`src/rtl/clk_div_multi.sv`:
```
// Multi-channel integer clock divider with shadowed, boundary-applied ratios and per-period ticks.
// Optional build macro CLK_DIV_DUTY_EN adds a per-channel programmable high-phase length.
module clk_div_multi #(
  parameter int unsigned NUM_CH      = 4,
  parameter int unsigned RATIO_WIDTH = 8
) (
  input  logic                          i_ref_clk,
  input  logic                          i_rst,
  input  logic [NUM_CH-1:0]             i_clk_en,
  input  logic [NUM_CH*RATIO_WIDTH-1:0] i_div_ratio,
  input  logic [NUM_CH-1:0]             i_ratio_load,
`ifdef CLK_DIV_DUTY_EN
  input  logic [NUM_CH*RATIO_WIDTH-1:0] i_high_cnt,
`endif
  output logic [NUM_CH-1:0]             o_div_clk,
  output logic [NUM_CH-1:0]             o_tick,
  output logic [NUM_CH-1:0]             o_pending
);

  typedef enum logic {ST_BYPASS, ST_RUN} state_t;

  localparam logic [RATIO_WIDTH-1:0] ONE = RATIO_WIDTH'(1);
  localparam logic [RATIO_WIDTH-1:0] TWO = RATIO_WIDTH'(2);

  state_t                 state    [NUM_CH];
  state_t                 state_nx [NUM_CH];
  logic [RATIO_WIDTH-1:0] shadow   [NUM_CH];
  logic [RATIO_WIDTH-1:0] shadow_nx[NUM_CH];
  logic [RATIO_WIDTH-1:0] r_act    [NUM_CH];
  logic [RATIO_WIDTH-1:0] r_act_nx [NUM_CH];
  logic [RATIO_WIDTH-1:0] cnt      [NUM_CH];
  logic [RATIO_WIDTH-1:0] cnt_nx   [NUM_CH];
  logic [RATIO_WIDTH-1:0] last     [NUM_CH];
  logic [RATIO_WIDTH-1:0] high_len [NUM_CH];
  logic [NUM_CH-1:0]      pending, pending_nx;
  logic [NUM_CH-1:0]      q, q_nx;
  logic [NUM_CH-1:0]      tick, tick_nx;
  logic [NUM_CH-1:0]      divide, at_end, apply;
`ifdef CLK_DIV_DUTY_EN
  logic [RATIO_WIDTH-1:0] high_sh    [NUM_CH];
  logic [RATIO_WIDTH-1:0] high_sh_nx [NUM_CH];
  logic [RATIO_WIDTH-1:0] high_act   [NUM_CH];
  logic [RATIO_WIDTH-1:0] high_act_nx[NUM_CH];
`endif

  // Per-channel decode of the currently applied ratio.
  always_comb begin
    divide = '0;
    at_end = '0;
    apply  = '0;
    for (int unsigned c = 0; c < NUM_CH; c++) begin
      last[c]     = r_act[c] - ONE;
      high_len[c] = (r_act[c] >> 1) + (r_act[c][0] ? ONE : '0);
`ifdef CLK_DIV_DUTY_EN
      if (high_act[c] != '0)
        high_len[c] = (high_act[c] > last[c]) ? last[c] : high_act[c];
`endif
      divide[c] = i_clk_en[c] && (r_act[c] >= TWO);
      at_end[c] = (state[c] == ST_RUN) && (cnt[c] == last[c]);
      apply[c]  = pending[c] && ((state[c] == ST_BYPASS) || at_end[c]);
    end
  end

  // Next-state: counter/phase sequencing plus shadow load and boundary apply.
  always_comb begin
    pending_nx = pending;
    q_nx       = q;
    tick_nx    = '0;
    for (int unsigned c = 0; c < NUM_CH; c++) begin
      state_nx[c]  = state[c];
      cnt_nx[c]    = cnt[c];
      shadow_nx[c] = shadow[c];
      r_act_nx[c]  = r_act[c];
`ifdef CLK_DIV_DUTY_EN
      high_sh_nx[c]  = high_sh[c];
      high_act_nx[c] = high_act[c];
`endif
      if (!divide[c]) begin
        state_nx[c] = ST_BYPASS;
        cnt_nx[c]   = '0;
        q_nx[c]     = 1'b0;
      end else if (state[c] == ST_BYPASS) begin
        state_nx[c] = ST_RUN;
        cnt_nx[c]   = '0;
        q_nx[c]     = 1'b1;
      end else begin
        cnt_nx[c] = at_end[c] ? '0 : cnt[c] + ONE;
        q_nx[c]   = cnt_nx[c] < high_len[c];
      end
      tick_nx[c] = (state_nx[c] == ST_RUN) && (cnt_nx[c] == '0);

      // Apply reads the old shadow, so a coincident load stays pending for the next boundary.
      if (apply[c]) begin
        r_act_nx[c]   = shadow[c];
        pending_nx[c] = 1'b0;
`ifdef CLK_DIV_DUTY_EN
        high_act_nx[c] = high_sh[c];
`endif
      end
      if (i_ratio_load[c]) begin
        shadow_nx[c]  = i_div_ratio[c*RATIO_WIDTH +: RATIO_WIDTH];
        pending_nx[c] = 1'b1;
`ifdef CLK_DIV_DUTY_EN
        high_sh_nx[c] = i_high_cnt[c*RATIO_WIDTH +: RATIO_WIDTH];
`endif
      end
    end
  end

  always_ff @(posedge i_ref_clk) begin
    if (i_rst) begin
      pending <= '0;
      q       <= '0;
      tick    <= '0;
      for (int unsigned c = 0; c < NUM_CH; c++) begin
        state[c]  <= ST_BYPASS;
        cnt[c]    <= '0;
        shadow[c] <= '0;
        r_act[c]  <= '0;
`ifdef CLK_DIV_DUTY_EN
        high_sh[c]  <= '0;
        high_act[c] <= '0;
`endif
      end
    end else begin
      pending <= pending_nx;
      q       <= q_nx;
      tick    <= tick_nx;
      for (int unsigned c = 0; c < NUM_CH; c++) begin
        state[c]  <= state_nx[c];
        cnt[c]    <= cnt_nx[c];
        shadow[c] <= shadow_nx[c];
        r_act[c]  <= r_act_nx[c];
`ifdef CLK_DIV_DUTY_EN
        high_sh[c]  <= high_sh_nx[c];
        high_act[c] <= high_act_nx[c];
`endif
      end
    end
  end

  // Bypass mux is selected by the registered run state only.
  always_comb begin
    o_div_clk = '0;
    for (int unsigned c = 0; c < NUM_CH; c++)
      o_div_clk[c] = (state[c] == ST_RUN) ? q[c] : i_ref_clk;
    o_tick    = tick;
    o_pending = pending;
  end

endmodule
```
`config.mk`:
```
export PLATFORM = sky130hd
export DESIGN_NAME = clk_div_multi
export DESIGN_NICKNAME = d
export VERILOG_FILES = /design/src/rtl/clk_div_multi.sv
export SDC_FILE = /design/constraint.sdc
export NUM_CORES = 1
export LEC_CHECK = 0
export ABC_AREA = 1
export CORE_MARGIN = 5
export CORE_UTILIZATION = 35
export CTS_CLUSTER_SIZE = 30
export DETAILED_ROUTE_END_ITERATION = 7
export GPL_TIMING_DRIVEN = 0
export PLACE_DENSITY = 0.59
export SETUP_SLACK_MARGIN = 0.2
export SLEW_MARGIN = 15
export SYNTH_ARGS = -nofsm -noshare
export SYNTH_HDL_FRONTEND = slang
export SYNTH_SLANG_ARGS = --single-unit
```
`constraint.sdc`:
```
create_clock -name i_ref_clk -period 3.4 [get_ports i_ref_clk]
set_input_delay 0.68 -clock i_ref_clk [delete_from_list [all_inputs] [get_ports i_ref_clk]]
set_output_delay 0.68 -clock i_ref_clk [all_outputs]
set_load 0.02 [all_outputs]
```
==> metrics <==
CP startpoint kind=clock port; Power Dens Cells=494 nW/µm²; actual slew at the worst max-slew pin=0.639 ns; Worst path most repeated cell=clkbuf_16; vias per cell=4.61; top cell type's share of synthesized area=32.9%; area leader, netlist=dfxtp_1; first-pass GRT wire length=28.1 mm; Psw=0.00122 W; area of the mapped netlist=6810 µm²; area of the multi-input gates=3940 µm²; DP HPWL=13.4 mm; initial core utilization=35.2%; Top-Level Pins=54; top cells by area, synth=dfxtp_1 (33%), nand2_1 (12%), ha_1 (8.8%); Reg area=2240 µm²; max_cap viols=0; peak supply drop=431 µV; unrepaired setup endpoints after global routing=no; Seq/Total Area, Yosys=32.9%; DIE HEIGHT=149 µm; M1 GR Usage=20.3%; vias in the first global route=6087; All-Layer GR Usage=15.5%; hold_buf cts=0; maximum fanout along the worst path=16; Comb power frac=15.7%; slowest stage delay, CP=0.27 ns; largest net degree at the start of global routing=17; CTS Buffer Depth=2; gp weighted congestion=0.849; static leakage=3.93 nW; Clock Latency Late Sink=0.42 ns; final wirelength=16.8 mm; Cells after Synth=996; CP bufs+invs=4; Fin Setup TNS=0 ns; wire per inst=12.5 µm; Worst-path clk slew=0.06 ns; Fillers=2034; status=finished clean; Seq pwr share=35.4%; EDFF count, synth=0; Pint=0.00288 W; setup violators final=0; final slew viol count=0; core area=19300 µm²; Critical Path RT=2.72 ns; ys async rst share=0%; CTS buffer count=17; post-synth cell types=35; CTS tree=done; Rows=51; endpoints failing hold=0; initial antenna violation count=1; met3 GRT Util=3.21%; Yosys reg bits=112; CTS HTree Levels=4; worst hold stages=2; Starting DRT DRC Count=251; remaining antenna violation count=0; WP depth=5; share of cells above drive strength 1=9.59%; syn nets=1086; Port-buffer cells=53; die width=149 µm; M2 GR Usage=25.7%; grt total ovfl=0; WS Path Type=clock port to primary output; syn_area_per_cell=6.83 µm²; DIE AREA=22300 µm²; max_slew headroom=57.4%; GRT busiest layer=met2; Via Count=6216; CTS root buffer=clkbuf_16; hold crit path type=register to register; Critical-path top delay cell=clkdlybuf4s15_2; Crit path arrival time=2.48 ns; Layout Skew=0.00837 ns; DRT Pass-1 Iters=4; final worst slack=0.242 ns; R2R depth=16; critical path endpoint category=primary output; CP top delay family=buffers and inverters; Synth Warn #=0; Final #Nets=1161; DRC=0; power share of the clock group=48.9%; # diodes=0; Main synth FF type=dfxtp_1; Layout area overhead=21.9%; Net Sw Frac=29.9%; crit-path cells=clkbuf_16 > clkbuf_16 > inv_1 > o21ai_0 > clkdlybuf4s15_2; pre-CTS WS=0.355 ns
-- kinds of logic after synthesis --
kind of cell | count (synthesis) | synth area share [%]
fa+ha+maj | 48 | 8.82
buf+inv | 155 | 9.25
flops | 112 | 32.9
xor+xnor | 40 | 5.15
simple gates | 501 | 33.2
compound gates | 140 | 10.7
-- cell usage after synthesis (all sizes together) (12+ instances only) --
cell type and instances:
inv 127, nand3 69, o21ai 82, xor2 26, xnor2 14, buf 12
dfxtp 112, ha 48, nand3b 12, nor2 160, nor3 21, a21oi 46
nand2 222
-- tightest hold or removal path, delay by kind of cell, from the launching register on --
family / cells / cell delay (ns)
compound gates: 1 / 0.06
simple gates: 1 / 0.07
flops: 1 / 0.31
-- registers in the layout, indices dropped and copies added, names as in the netlist --
signal / count
o_pending: 4
state: 4
cnt: 32
q: 4
o_tick: 4
shadow: 32
r_act: 32
-- power groups by stage --
stage          logic, W  registers, W  clock network, W
3_3_place_gp   0.000638       0.00148          0.000162
3_5_place_dp   0.000645       0.00148          0.000162
4_1_cts        0.000650       0.00145           0.00205
5_1_grt        0.000742       0.00146           0.00211
6_report       0.000644       0.00145           0.00200
2_1_floorplan  0.000461       0.00147         0.0000835
-- cell usage in the layout (no fill, tap or decap), types with 3 or more instances in the layout --
cell type	count
inv_2	21
nor2_1	144
buf_6	4
a21oi_1	46
clkdlybuf4s50_1	49
nand4_1	8
inv_1	109
o21ai_0	71
nor4_1	3
a211oi_1	4
buf_2	5
dfxtp_1	112
xnor2_1	14
a31oi_1	5
clkdlybuf4s15_2	4
o21ai_1	11
clkinv_1	5
clkinv_4	6
nor2_4	5
or2_2	3
nand2_1	214
nand3_1	62
nand2_2	7
nor2_2	10
nor3_1	21
nand3b_1	12
bufinv_16	3
buf_4	3
nand3_2	6
ha_1	48
clkbuf_16	17
xor2_1	26
clkbuf_1	12
-- per-layer routing --
layer / vias up / routed length (µm)
met5: - / 20
met3: 17 / 615
met1: 2759 / 8230
met2: 88 / 7700
li1: 3350 / -
met4: 2 / 240
-- final cells by class --
class                           count  share of cell area, %
Multi-Input combinational cell    729                   47.4
Sequential cell                   112                   27.0
Inverter                          131                   5.93
Timing Repair Buffer               49                   5.91
Clock buffer                       22                   5.72
Tap cell                          265                   4.00
Clock inverter                     18                   2.35
Buffer                             23                   1.61
-- through the flow --
step / instances / hold WS (ns) / power [W] / area [µm²] / util (%)
global route: 1349 / 0.495 / 0.00431 / 8290 / 42.9
detailed placement: 1314 / 0.474 / 0.00229 / 7670 / 39.7
floorplan: 996 / 0.457 / 0.00202 / 6810 / -
global placement: 1314 / 0.468 / 0.00228 / 7670 / 39.7
finish: 1349 / 0.479 / 0.00410 / 8290 / 42.9
CTS: 1349 / 0.481 / 0.00415 / 8290 / 42.9
-- path summary, 6_finish.rpt --
path	startpoint	end	slack, ns
min reg2reg	shadow[2][7]$_SDFFE_PP0P_	r_act[2][7]$_SDFFE_PP0P_	0.48
max reg2reg	r_act[2][0]$_SDFFE_PP0P_	q[2]$_SDFF_PP0_	0.60
min	shadow[2][7]$_SDFFE_PP0P_	r_act[2][7]$_SDFFE_PP0P_	0.48
max	i_ref_clk	o_div_clk[3]	0.24
-- timing repair --
item | CTS | global route
resized for setup | 16 | 0
setup buffers | 0 | 0
setup endpoints to repair | 4 | 0
endpoints found under the hold margin | 0 | 0
Power figures use the tool's default switching activity.
